[src/rtl/memory_access_stage.sv]
// Memory access stage: drives a valid/ready data-cache port, steers store lanes, extracts loads,
// and registers write-back results. Optional misalignment trap: `define MEMORY_ACCESS_MISALIGN_TRAP_EN.
module memory_access_stage #(
    parameter int ADDRESS_WIDTH    = 32,
    parameter int DATA_WIDTH       = 32,
    parameter int REG_ADD_WIDTH    = 5,
    parameter int D_CACHE_LW_WIDTH = 3,
    parameter int D_CACHE_SW_WIDTH = 2
) (
    input  logic                        CLK,
    input  logic                        RST,
    input  logic [REG_ADD_WIDTH-1:0]    RD_ADDRESS_IN,
    input  logic [DATA_WIDTH-1:0]       ALU_OUT_IN,
    input  logic [D_CACHE_LW_WIDTH-1:0] DATA_CACHE_LOAD_IN,
    input  logic [D_CACHE_SW_WIDTH-1:0] DATA_CACHE_STORE_IN,
    input  logic [DATA_WIDTH-1:0]       DATA_CACHE_STORE_DATA_IN,
    input  logic                        WRITE_BACK_MUX_SELECT_IN,
    input  logic                        RD_WRITE_ENABLE_IN,
    output logic                        DCACHE_REQ,
    output logic                        DCACHE_WRITE,
    output logic [ADDRESS_WIDTH-1:0]    DCACHE_ADDR,
    output logic [3:0]                  DCACHE_WSTRB,
    output logic [DATA_WIDTH-1:0]       DCACHE_WDATA,
    input  logic                        DCACHE_READY,
    input  logic [DATA_WIDTH-1:0]       DCACHE_RDATA,
    output logic                        MEMORY_STALL_REQ,
    output logic [REG_ADD_WIDTH-1:0]    RD_ADDRESS_OUT,
    output logic [DATA_WIDTH-1:0]       ALU_OUT,
    output logic [DATA_WIDTH-1:0]       LOAD_DATA_OUT,
    output logic                        WRITE_BACK_MUX_SELECT_OUT,
    output logic                        RD_WRITE_ENABLE_OUT
`ifdef MEMORY_ACCESS_MISALIGN_TRAP_EN
    ,
    output logic                        MISALIGNED_OUT,
    output logic [ADDRESS_WIDTH-1:0]    MISALIGNED_ADDR_OUT
`endif
);

    localparam logic [2:0] LD_NONE = 3'd0;
    localparam logic [2:0] LD_LB   = 3'd1;
    localparam logic [2:0] LD_LH   = 3'd2;
    localparam logic [2:0] LD_LW   = 3'd3;
    localparam logic [2:0] LD_LBU  = 3'd4;
    localparam logic [2:0] LD_LHU  = 3'd5;
    localparam logic [1:0] ST_SB   = 2'd1;
    localparam logic [1:0] ST_SH   = 2'd2;
    localparam logic [1:0] ST_SW   = 2'd3;

    typedef enum logic {S_IDLE, S_WAIT} state_t;
    state_t state_q;

    logic [ADDRESS_WIDTH-1:0] hold_addr_q;
    logic [DATA_WIDTH-1:0]    hold_alu_q;
    logic [DATA_WIDTH-1:0]    hold_wdata_q;
    logic [3:0]               hold_wstrb_q;
    logic                     hold_write_q;
    logic [2:0]               hold_load_q;
    logic [1:0]               hold_off_q;
    logic [REG_ADD_WIDTH-1:0] hold_rd_q;
    logic                     hold_wbsel_q;
    logic                     hold_we_q;

    logic [REG_ADD_WIDTH-1:0] rd_q;
    logic [DATA_WIDTH-1:0]    alu_q;
    logic [DATA_WIDTH-1:0]    load_q;
    logic                     wbsel_q;
    logic                     we_q;

    logic                     in_store;
    logic [2:0]               in_load;
    logic                     in_mem;
    logic                     misaligned;
    logic                     in_issue;
    logic [ADDRESS_WIDTH-1:0] in_addr;
    logic [3:0]               in_wstrb;
    logic [DATA_WIDTH-1:0]    in_wdata;
    logic                     in_wait;

    logic [2:0]               act_load;
    logic [1:0]               act_off;
    logic                     act_write;
    logic [7:0]               byte_sel;
    logic [15:0]              half_sel;
    logic [DATA_WIDTH-1:0]    load_d;
    logic [REG_ADD_WIDTH-1:0] rd_d;
    logic [DATA_WIDTH-1:0]    alu_d;
    logic                     wbsel_d;
    logic                     we_d;

    // Decode the incoming op; a store overrides any load code, and 110/111 mean no load.
    always_comb begin
        in_store = (DATA_CACHE_STORE_IN != 2'b00);
        in_load  = (in_store || DATA_CACHE_LOAD_IN > LD_LHU) ? LD_NONE : DATA_CACHE_LOAD_IN;
        in_mem   = in_store || (in_load != LD_NONE);
        in_addr  = {ALU_OUT_IN[ADDRESS_WIDTH-1:2], 2'b00};
        in_wstrb = 4'b0000;
        in_wdata = '0;
        case (DATA_CACHE_STORE_IN)
            ST_SB: begin
                in_wstrb = 4'b0001 << ALU_OUT_IN[1:0];
                in_wdata = {(DATA_WIDTH/8){DATA_CACHE_STORE_DATA_IN[7:0]}};
            end
            ST_SH: begin
                in_wstrb = ALU_OUT_IN[1] ? 4'b1100 : 4'b0011;
                in_wdata = {(DATA_WIDTH/16){DATA_CACHE_STORE_DATA_IN[15:0]}};
            end
            ST_SW: begin
                in_wstrb = 4'b1111;
                in_wdata = DATA_CACHE_STORE_DATA_IN;
            end
            default: ;
        endcase
`ifdef MEMORY_ACCESS_MISALIGN_TRAP_EN
        misaligned = ((DATA_CACHE_STORE_IN == ST_SH) && ALU_OUT_IN[0])
                  || ((DATA_CACHE_STORE_IN == ST_SW) && (ALU_OUT_IN[1:0] != 2'b00))
                  || (((in_load == LD_LH) || (in_load == LD_LHU)) && ALU_OUT_IN[0])
                  || ((in_load == LD_LW) && (ALU_OUT_IN[1:0] != 2'b00));
`else
        misaligned = 1'b0;
`endif
        in_issue = in_mem && !misaligned;
    end

    assign in_wait   = (state_q == S_WAIT);
    assign act_load  = in_wait ? hold_load_q  : in_load;
    assign act_off   = in_wait ? hold_off_q   : ALU_OUT_IN[1:0];
    assign act_write = in_wait ? hold_write_q : in_store;
    assign rd_d      = in_wait ? hold_rd_q    : RD_ADDRESS_IN;
    assign alu_d     = in_wait ? hold_alu_q   : ALU_OUT_IN;
    assign wbsel_d   = in_wait ? hold_wbsel_q : WRITE_BACK_MUX_SELECT_IN;
    assign we_d      = (in_wait ? hold_we_q : RD_WRITE_ENABLE_IN) && !act_write;

    // Load extraction works from whichever op is in flight, so the same path serves both states.
    always_comb begin
        case (act_off)
            2'd0:    byte_sel = DCACHE_RDATA[7:0];
            2'd1:    byte_sel = DCACHE_RDATA[15:8];
            2'd2:    byte_sel = DCACHE_RDATA[23:16];
            default: byte_sel = DCACHE_RDATA[31:24];
        endcase
        half_sel = act_off[1] ? DCACHE_RDATA[31:16] : DCACHE_RDATA[15:0];
        case (act_load)
            LD_LB:   load_d = {{(DATA_WIDTH-8){byte_sel[7]}}, byte_sel};
            LD_LBU:  load_d = {{(DATA_WIDTH-8){1'b0}}, byte_sel};
            LD_LH:   load_d = {{(DATA_WIDTH-16){half_sel[15]}}, half_sel};
            LD_LHU:  load_d = {{(DATA_WIDTH-16){1'b0}}, half_sel};
            LD_LW:   load_d = DCACHE_RDATA;
            default: load_d = '0;
        endcase
    end

    assign DCACHE_REQ       = !RST && (in_wait || in_issue);
    assign DCACHE_WRITE     = act_write;
    assign DCACHE_ADDR      = in_wait ? hold_addr_q  : in_addr;
    assign DCACHE_WSTRB     = in_wait ? hold_wstrb_q : in_wstrb;
    assign DCACHE_WDATA     = in_wait ? hold_wdata_q : in_wdata;
    assign MEMORY_STALL_REQ = DCACHE_REQ && !DCACHE_READY;

    always_ff @(posedge CLK) begin
        if (RST) begin
            state_q      <= S_IDLE;
            hold_addr_q  <= '0;
            hold_alu_q   <= '0;
            hold_wdata_q <= '0;
            hold_wstrb_q <= '0;
            hold_write_q <= 1'b0;
            hold_load_q  <= '0;
            hold_off_q   <= '0;
            hold_rd_q    <= '0;
            hold_wbsel_q <= 1'b0;
            hold_we_q    <= 1'b0;
            rd_q         <= '0;
            alu_q        <= '0;
            load_q       <= '0;
            wbsel_q      <= 1'b0;
            we_q         <= 1'b0;
`ifdef MEMORY_ACCESS_MISALIGN_TRAP_EN
            MISALIGNED_OUT      <= 1'b0;
            MISALIGNED_ADDR_OUT <= '0;
`endif
        end else begin
`ifdef MEMORY_ACCESS_MISALIGN_TRAP_EN
            MISALIGNED_OUT <= 1'b0;
`endif
            case (state_q)
                S_IDLE: begin
                    if (in_issue) begin
                        hold_addr_q  <= in_addr;
                        hold_alu_q   <= ALU_OUT_IN;
                        hold_wdata_q <= in_wdata;
                        hold_wstrb_q <= in_wstrb;
                        hold_write_q <= in_store;
                        hold_load_q  <= in_load;
                        hold_off_q   <= ALU_OUT_IN[1:0];
                        hold_rd_q    <= RD_ADDRESS_IN;
                        hold_wbsel_q <= WRITE_BACK_MUX_SELECT_IN;
                        hold_we_q    <= RD_WRITE_ENABLE_IN;
                        if (DCACHE_READY) begin
                            rd_q    <= rd_d;
                            alu_q   <= alu_d;
                            load_q  <= load_d;
                            wbsel_q <= wbsel_d;
                            we_q    <= we_d;
                        end else begin
                            state_q <= S_WAIT;
                            rd_q    <= '0;
                            alu_q   <= '0;
                            load_q  <= '0;
                            wbsel_q <= 1'b0;
                            we_q    <= 1'b0;
                        end
                    end else if (misaligned) begin
                        rd_q    <= '0;
                        alu_q   <= '0;
                        load_q  <= '0;
                        wbsel_q <= 1'b0;
                        we_q    <= 1'b0;
`ifdef MEMORY_ACCESS_MISALIGN_TRAP_EN
                        MISALIGNED_OUT      <= 1'b1;
                        MISALIGNED_ADDR_OUT <= ALU_OUT_IN[ADDRESS_WIDTH-1:0];
`endif
                    end else begin
                        rd_q    <= RD_ADDRESS_IN;
                        alu_q   <= ALU_OUT_IN;
                        load_q  <= '0;
                        wbsel_q <= WRITE_BACK_MUX_SELECT_IN;
                        we_q    <= RD_WRITE_ENABLE_IN;
                    end
                end
                default: begin
                    // Inputs are ignored here; only the held op matters until the cache answers.
                    if (DCACHE_READY) begin
                        state_q <= S_IDLE;
                        rd_q    <= rd_d;
                        alu_q   <= alu_d;
                        load_q  <= load_d;
                        wbsel_q <= wbsel_d;
                        we_q    <= we_d;
                    end else begin
                        rd_q    <= '0;
                        alu_q   <= '0;
                        load_q  <= '0;
                        wbsel_q <= 1'b0;
                        we_q    <= 1'b0;
                    end
                end
            endcase
        end
    end

    assign RD_ADDRESS_OUT            = rd_q;
    assign ALU_OUT                   = alu_q;
    assign LOAD_DATA_OUT             = load_q;
    assign WRITE_BACK_MUX_SELECT_OUT = wbsel_q;
    assign RD_WRITE_ENABLE_OUT       = we_q;

endmodule

[config.mk]
export PLATFORM = sky130hd
export DESIGN_NAME = memory_access_stage
export DESIGN_NICKNAME = d
export VERILOG_FILES = /design/src/rtl/memory_access_stage.sv
export SDC_FILE = /design/constraint.sdc
export NUM_CORES = 1
export LEC_CHECK = 0
export ABC_AREA = 1
export BUFFER_PORTS_ARGS = -buffer_cell sky130_fd_sc_hd__clkbuf_2
export CAP_MARGIN = 20
export CORE_MARGIN = 2
export CORE_UTILIZATION = 50
export CTS_CLUSTER_SIZE = 24
export DETAILED_ROUTE_END_ITERATION = 7
export PLACE_DENSITY_LB_ADDON = 0.1
export SLEW_MARGIN = 0
export SYNTH_ARGS = -nofsm -noshare
export SYNTH_HDL_FRONTEND = slang
export SYNTH_SLANG_ARGS = --single-unit
[constraint.sdc]
create_clock -name CLK -period 2.24 [get_ports CLK]
set_clock_uncertainty 0.15 [all_clocks]
set_input_delay 0.112 -clock CLK [delete_from_list [all_inputs] [get_ports CLK]]
set_output_delay 0.112 -clock CLK [all_outputs]
set_load 0.01 [all_outputs]
==> results of run 1 <==
## worst max-delay path, stage by stage
cell,delay [ns]
dlygate4sd3_1,0.54
clkbuf_2,0.16
nand2_1,0.09
o211ai_1,0.12
dlygate4sd3_1,0.60
nand2_1,0.07
nand2_1,0.09
clkbuf_2,0.13
## where the power goes
part | internal, µW | leakage (µW) | switching (µW)
Sequential | 2850 | 0.00124 | 58.3
Combinational | 535 | 0.00352 | 799
Clock | 1790 | 0.000299 | 1150
## flip-flops by register name (all words and copies together), names as in the netlist, 3 cells and up
| register | flops |
|---|---|
| RD_ADDRESS_OUT | 5 |
| ALU_OUT | 32 |
| hold_rd_q | 5 |
| LOAD_DATA_OUT | 32 |
| hold_load_q | 3 |
| hold_wdata_q | 32 |
| hold_alu_q | 32 |
| hold_wstrb_q | 4 |
## path summary, 6_finish.rpt
| check | to | slack [ns] | cells past startpoint |
|---|---|---|---|
| min | hold_write_q | 0.1 | 5 |
| max | DCACHE_WDATA[31] | 0.07 | 8 |
| max reg2reg | LOAD_DATA_OUT[13] | 0.28 | 9 |
| min reg2reg | hold_alu_q[25] | 0.30 | 2 |
## cell families after synthesis
group	synth area share, %
flip-flops	42.52
AND/OR/NAND/NOR	31.78
AO/OA/AOI/OAI	16.56
other	0.05275
buffers and inverters	9.081
## per-layer routing
layer | GRT usage [%] | vias to the layer above | part of all wire, %
met4 | 13.35 | 0 | 3.3
met5 | 0 | - | 0
met2 | 47.94 | 315 | 49
met1 | 35.63 | 3661 | 41
met3 | 6.135 | 71 | 6.6
li1 | - | 4064 | -
## area by class of cell
| class | instances | share of cell area, % |
|---|---|---|
| repair buffers | 381 | 24.87 |
| flip-flops and latches | 151 | 29.71 |
| clock buffers | 22 | 4.856 |
| clock inverters | 10 | 1.143 |
| well taps | 180 | 2.213 |
| inverters | 87 | 3.270 |
| multi-input cells | 772 | 33.94 |
## cells in the final DEF (no fill, tap or decap), drive strengths merged
cell type and count:
or2 3, dlygate4sd3 112, bufinv 2, a21oi 111, dfxtp 151, clkinvlp 3, clkbuf 272, buf 19
conb 2, clkinv 4, nand4 7, inv 88, nor2 104, o21ai 109, nand3b 3, nand2 391
nand3 33, o211ai 9
## what timing repair did
action / 4_1_cts / 5_1_grt
hold endpoints to repair: 150 / 0
resized for setup: 0 / 3
hold buffers: 112 / 0
setup buffers: 0 / 0
setup endpoints to repair: 0 / 28
## stage by stage
step / hold slack (ns) / std cells
global placement: 0.2102 / 1459
finish: 0.09864 / 1603
CTS: 0.08025 / 1603
detailed placement: 0.2058 / 1459
floorplan: 0.03438 / 1069
global route: 0.1642 / 1603
==> metrics.txt, run 1 <==
Final Cycle Share=96.92%; post-route cell area=10180 µm²; CP required=1.98 ns; Setup CP Type=in -> out; Reg area=3024 µm²; HPWL after DPL=14400 µm; slew at the pin closest to its max-slew limit=0.8110 ns; number of library cell types mapped by synthesis=32; TritonCTS clock tree=built; detailed-route DRC error count=0; DR vias/cell=5.060; clock root buffer=clkbuf_16; Synth area leaders=dfxtp_1 (43%), nand2_1 (20%), a21oi_1 (7.8%), o21ai_0 (7.5%), nor2_1 (4.3%); Worst-Skew Late Latency=0.42 ns; io pins=253; hold crit path type=in -> reg; Final WS setup=0.06910 ns; peak supply drop=540.4 µV; core area=13880 µm²; Layout area overhead=43.17%; maximum fanout along the worst path=3; Initial DRC Count=659; max-slew violations=0; DR vias=8111; Worst setup SP type=input pin; ANT cells=0; Die W=123.2 µm; Setup TNS Final=0 ns; Multi-input gate area=3455 µm²; layout cell share with drive strength beyond 1=24.74%; first-pass GRT wire length=34600 µm; Ys Warns=0; PD cells=705.4 nW/µm²; largest net degree at the start of global routing=71; total track usage=28.82%; FF-to-FF Start=in_wait; final wirelength=22270 µm; dpl ws=0.3318 ns; Avg WL per Cell=13.89 µm; Nets=1521; max-cap viol count=0; vias in the first global route=7295; drt first pass iters=5; Initial Util=51.22%; fill count=1140; flops & latches, synth=151; CTS buffer count=17; relative slew slack=45.93%; share of Yosys cell area claimed by the top area cell type=42.52%; number of clock sinks=151; Max clock buf depth=2; row count=43; Layout Utilization=73.33%; Setup crit start=DATA_CACHE_STORE_DATA_IN[7]; Final Critical Period=2.171 ns; Post-Syn Area=7109 µm²; Tot Pwr=7180 µW; IO buf count=250; initial antenna violation count=0; largest area contributor in the netlist=dfxtp_1; Async SR Flop Fraction=0%; Post-Synthesis Cells=1068; most common cell in the netlist=nand2_1; routability cong.=0.9408; Final ANT Viol Nets=0; total global routing overflow=0; H-tree depth=4; LEAKAGE=0.005059 µW; status=completed; Synth Flop Type=dfxtp_1; number of synthesized flops with an enable pin=0; critical path endpoint category=primary output; critical path data arrival time=1.91 ns; share of the yosys chip area belonging to registers=42.52%; Total Die Area=15190 µm²; HP Start=DATA_CACHE_STORE_IN[0]; clk slew on worst S/H paths=0.06 ns; Fmax=0.4606 GHz; dpl cell area=8434 µm²; top post-synthesis cells by count=nand2_1 (380), dfxtp_1 (151), a21oi_1 (111), o21ai_0 (107), nor2_1 (81); final setup vio count=0; DIE HEIGHT=123.2 µm; Hold Violations, Final=0; synthesized area per cell=6.657 µm²
Note: power is estimated with default switching activity, not from simulation.
==> run 2: changes to the inputs <==
Settings changed: CORE_UTILIZATION 50 to 54, SLEW_MARGIN 0 to default.
Clock period 2.24 ns to 2.79 ns, I/O delays scaled along.
==> run 2 against run 1 <==
Net effect:
- cell count decreased by 1.8%
- sequential share of layout area increased by 0.77 points
- clock power decreased by 25%
- setup slack improved by 0.28 ns
- register-to-register slack improved by 0.14 ns
- clock-buffer cell count decreased by 2
- critical path depth decreased by 3
- combinational power decreased by 22%
==> metrics.txt, run 2 (synthesized netlist as in run 1, its figures left out) <==
status=completed; total global routing overflow=0; vias in the first global route=7476; Reg area=3024 µm²; final wirelength=22300 µm; Multi-input gate area=3450 µm²; critical path endpoint category=primary output; Fmax=0.4090 GHz; Worst-Skew Late Latency=0.43 ns; CTS buffer count=17; number of clock sinks=151; initial antenna violation count=0; relative slew slack=46.29%; DIE HEIGHT=118.7 µm; Setup TNS Final=0 ns; most common cell after layout, fill and taps aside=nand2_1; detailed-route DRC error count=0; max-cap viol count=0; FF-to-FF setup slack=0.42 ns; DR vias/cell=5.170; largest net degree at the start of global routing=71; critical path data arrival time=2.16 ns; ANT cells=0; core area=12720 µm²; Total Die Area=14100 µm²; drt first pass iters=5; Hold Violations, Final=0; Nets=1501; final setup vio count=0; H-tree depth=4; Final WS setup=0.3451 ns; DR vias=8138; total track usage=31.13%; Setup CP Type=reg -> out; Initial DRC Count=719; clock root buffer=clkbuf_16; Die W=118.7 µm; row count=41; Worst setup SP type=register; LEAKAGE=0.004951 µW; peak supply drop=541.8 µV; routability cong.=0.9315; RSZ-0062 raised after global routing=no; hold crit path type=in -> reg; maximum fanout along the worst path=58; dpl ws=0.5077 ns; clk slew on worst S/H paths=0.06 ns; TritonCTS clock tree=built; Final ANT Viol Nets=0; Avg WL per Cell=14.17 µm; commonest cells after routing, fill and taps aside=nand2_1 (380), clkbuf_2 (250), dfxtp_1 (150); first-pass GRT wire length=35870 µm; slew at the pin closest to its max-slew limit=0.8056 ns; Setup Fix Bufs, Post-CTS=0; max-slew violations=0; PD cells=563.1 nW/µm²; layout cell share with drive strength beyond 1=24.32%; fill count=974; Final Cycle Share=87.63%; Layout area overhead=39.55%; io pins=253; Initial Util=55.88%; HPWL after DPL=13810 µm; IO buf count=250; CP required=2.50 ns; Max clock buf depth=2; Final Critical Period=2.445 ns
-- run 2: cell count changes in the layout (fill, tap and decap cells not counted) --
cell	before	now
bufinv_16	2	1
nor2_4	2	1
clkbuf_8	5	3
buf_12	1	0
buf_6	1	0
buf_4	17	10
clkinv_2	3	4
dlygate4sd3_1	112	101
inv_1	79	80
nor2_2	20	21
-- run 2: report_power, final --
group | total [µW] | leakage (µW) | internal [µW] | switching, µW
Sequential | 2330 | 0.00124 | 2290 | 46.8
Clock | 2210 | 0.000274 | 1290 | 919
Combinational | 1040 | 0.00344 | 404 | 638
Total | 5590 | 0.00495 | 3980 | 1600
-- run 2: metrics by stage --
step | power [µW] | std cells | instance area, µm² | hold slack (ns) | utilization, %
floorplan | 2944 | 1069 | 7113 | 0.06188 | -
global placement | 3275 | 1442 | 8344 | 0.2364 | 65.59
detailed placement | 3286 | 1442 | 8344 | 0.2400 | 65.59
CTS | 5578 | 1574 | 9921 | 0.001273 | 77.98
global route | 5809 | 1574 | 9921 | 0.02512 | 77.98
finish | 5586 | 1574 | 9921 | 0.01622 | 77.98
-- run 2: area by class of cell --
type                    instances  area share, %
clock buffers                  20          4.704
clock inverters                11         0.9963
inverters                      87          3.317
multi-input cells             772          34.77
flip-flops and latches        151          30.48
well taps                     172          2.169
repair buffers                361          23.56
-- run 2: layer usage --
layer | vias to the layer above | track usage, % | routed length, µm | share of wire (%)
li1 | 4025 | - | - | -
met1 | 3675 | 38.13 | 9030 | 40
met2 | 393 | 53.30 | 11000 | 49
met3 | 45 | 6.515 | 1730 | 7.8
met4 | 0 | 12.20 | 539 | 2.4
met5 | - | 0 | 0 | 0
-- run 2: worst paths after layout --
path | from | endpoint | cells past startpoint
setup / recovery | in_wait | DCACHE_ADDR[8] | 5
hold / removal | DATA_CACHE_STORE_DATA_IN[29] | hold_wdata_q[29] | 5
setup reg to reg | in_wait | LOAD_DATA_OUT[17] | 9
hold reg to reg | hold_alu_q[3] | hold_alu_q[3] | 2
-- run 2: critical path: stages, from the launching register on --
cell	delay (ns)
dfxtp_2	0.32
inv_2	0.41
buf_4	0.53
nand2_1	0.10
o21ai_0	0.15
clkbuf_2	0.20
-- run 2: what timing repair did --
item                      in CTS  in global routing
hold endpoints to repair     142                  0
hold buffers                 101                  0
resized for setup              0                  0
==> run 3: changes to the inputs <==
Settings changed: CORE_ASPECT_RATIO from default to 0.8, SKIP_CTS_REPAIR_TIMING from default to 1.
==> run 3 against run 2 <==
Net effect:
- the run now ends with hold timing left
- critical path depth grew 4
- clock power grew 5%
- combinational power is essentially flat
- cell count shrank 1.0%
- fmax shrank 0.33%
- setup slack lost 0.0081 ns
- non-clock buffer count shrank 19
- die area is essentially flat
- global-route usage shrank 3.2 points
- power grew 1.5%
- hold slack lost 0.085 ns
==> metrics.txt, run 3 (synthesized netlist as in run 1, its figures left out) <==
status=finished with violations; violated checks=hold timing; PD cells=579.4 nW/µm²; Int Power=4019 µW; critical path endpoint category=register; row count=37; Final Critical Period=2.453 ns; Reg area=3024 µm²; TritonCTS clock tree=built; Setup CP Type=reg -> reg; clk slew on worst S/H paths=0.06 ns; total track usage=27.90%; Worst setup SP type=register; CP Depth=9; Reg power frac=41.1%; relative slew slack=47.14%; fill count=1076; final wirelength=21330 µm; DR vias/cell=5.065; Max stage delay cell, worst path=inv_2; Fmax=0.4077 GHz; Avg WL per Cell=13.69 µm; Comb pwr share=18.0%; Total Die Area=14100 µm²; number of clock sinks=151; Layout area overhead=37.65%; IO buf count=250; HPWL after DPL=13800 µm; detailed-route DRC error count=0; Setup crit start=in_wait; peak supply drop=405.6 µV; CP max stage delay=0.42 ns; Clock power frac=40.8%; final setup vio count=0; Initial DRC Count=647; max-slew violations=0; sw frac=29.11%; Initial Util=55.24%; routability cong.=0.8696; clock root buffer=clkbuf_16; Worst Path Buf+Inv=1; drt first pass iters=6; DR vias=7892; Final Cycle Share=87.92%; maximum fanout along the worst path=32; slew at the pin closest to its max-slew limit=0.7929 ns; Critical Path End=LOAD_DATA_OUT[17]; CP required=2.98 ns; commonest cells after routing, fill and taps aside=nand2_1 (380), clkbuf_2 (250), dfxtp_1 (150); HP Start=DCACHE_RDATA[19]; vias in the first global route=6513; RSZ-0062 raised after global routing=no; FF-to-FF Start=in_wait; FF-to-FF setup slack=0.34 ns; hold slack=-0.06883 ns; H-tree depth=4; Worst R2R End=LOAD_DATA_OUT[17]; ANT cells=0; Multi-input gate area=3450 µm²; most common cell after layout, fill and taps aside=nand2_1; Max clock buf depth=2; total global routing overflow=0; max-cap viol count=0; initial antenna violation count=0; worst-path cell chain=inv_2 -> nand2_1 -> nand2_2 -> nand3_1 -> nand4_1 -> nand2_4 -> nand2_4 -> nor2_1 -> nor2_1; layout cell share with drive strength beyond 1=24.58%; Nets=1482; cell count of the worst reg-to-reg path=9; Hold Violations, Final=17; first-pass GRT wire length=31970 µm; largest net degree at the start of global routing=76; Setup TNS Final=0 ns; LEAKAGE=0.004890 µW; Worst-Skew Late Latency=0.42 ns; hold crit path type=in -> reg; DIE HEIGHT=106.6 µm; Final ANT Viol Nets=0; Layout Utilization=76.04%; CTS buffer count=17; Die W=132.3 µm; cell family with most CP delay=simple AND/OR/NAND/NOR gates; io pins=253; critical path data arrival time=2.64 ns; core area=12870 µm²; Net Sw Power=1650 µW
[run 3: changes by cell type in the layout (fill, tap and decap cells not counted)]
cell / previous run / this run
buf_12: 0 / 2
buf_4: 10 / 7
bufinv_16: 1 / 2
clkbuf_8: 3 / 0
clkinv_2: 4 / 1
clkinvlp_4: 3 / 2
dlygate4sd3_1: 101 / 83
inv_6: 2 / 6
inv_8: 0 / 2
[run 3: metal layers]
metal  track usage [%]  routed length, µm  vias to the layer above
met4             7.911                274                        0
met5                 0                  0                        -
li1                  -                  -                     3987
met1             38.50               9417                     3524
met3             6.288               1534                       27
met2             44.23              10100                      354
[run 3: metrics by stage]
step	setup slack, ns	instance area, µm²	hold slack [ns]	std cells	total power [µW]
detailed placement	0.4276	8366	0.2400	1444	3292
floorplan	1.144	7113	0.06188	1069	2944
global route	0.1547	9786	0.001596	1558	5928
finish	0.3370	9786	-0.06883	1558	5670
global placement	0.5494	8366	0.2432	1444	3278
CTS	0.4116	8955	-0.1987	1475	5589
[run 3: layout make-up]
class	count	area share [%]
clock inverters	14	1.675
inverters	87	3.363
repair buffers	342	22.22
multi-input cells	772	35.25
flip-flops and latches	151	30.90
clock buffers	17	4.347
well taps	175	2.238
[run 3: how the worst min path moves through the flow]
stage	slack, ns	to	depth (start not counted)
after global routing	0.002	hold_wdata_q[21]	5
after floorplan	0.06	in_wait	1
after global placement	0.24	RD_ADDRESS_OUT[2]	3
after CTS	-0.20	RD_ADDRESS_OUT[2]	3
final	-0.07	LOAD_DATA_OUT[19]	5
after detailed placement	0.24	RD_ADDRESS_OUT[4]	3
[run 3: power by group through the flow]
| stage | registers, µW | logic (µW) | clock network [µW] |
|---|---|---|---|
| 4_1_cts | 2330 | 921 | 2340 |
| 3_5_place_dp | 2380 | 913 | 0 |
| 6_report | 2330 | 1020 | 2310 |
| 3_3_place_gp | 2380 | 902 | 0 |
| 5_1_grt | 2340 | 1140 | 2450 |
| 2_1_floorplan | 2390 | 554 | 0 |
[run 3: worst reg2reg max path: cells and delay by family (launching register included)]
family | cells | cell delay (ns)
AND/OR/NAND/NOR | 8 | 1.47
buffers and inverters | 1 | 0.42
flip-flops | 1 | 0.34
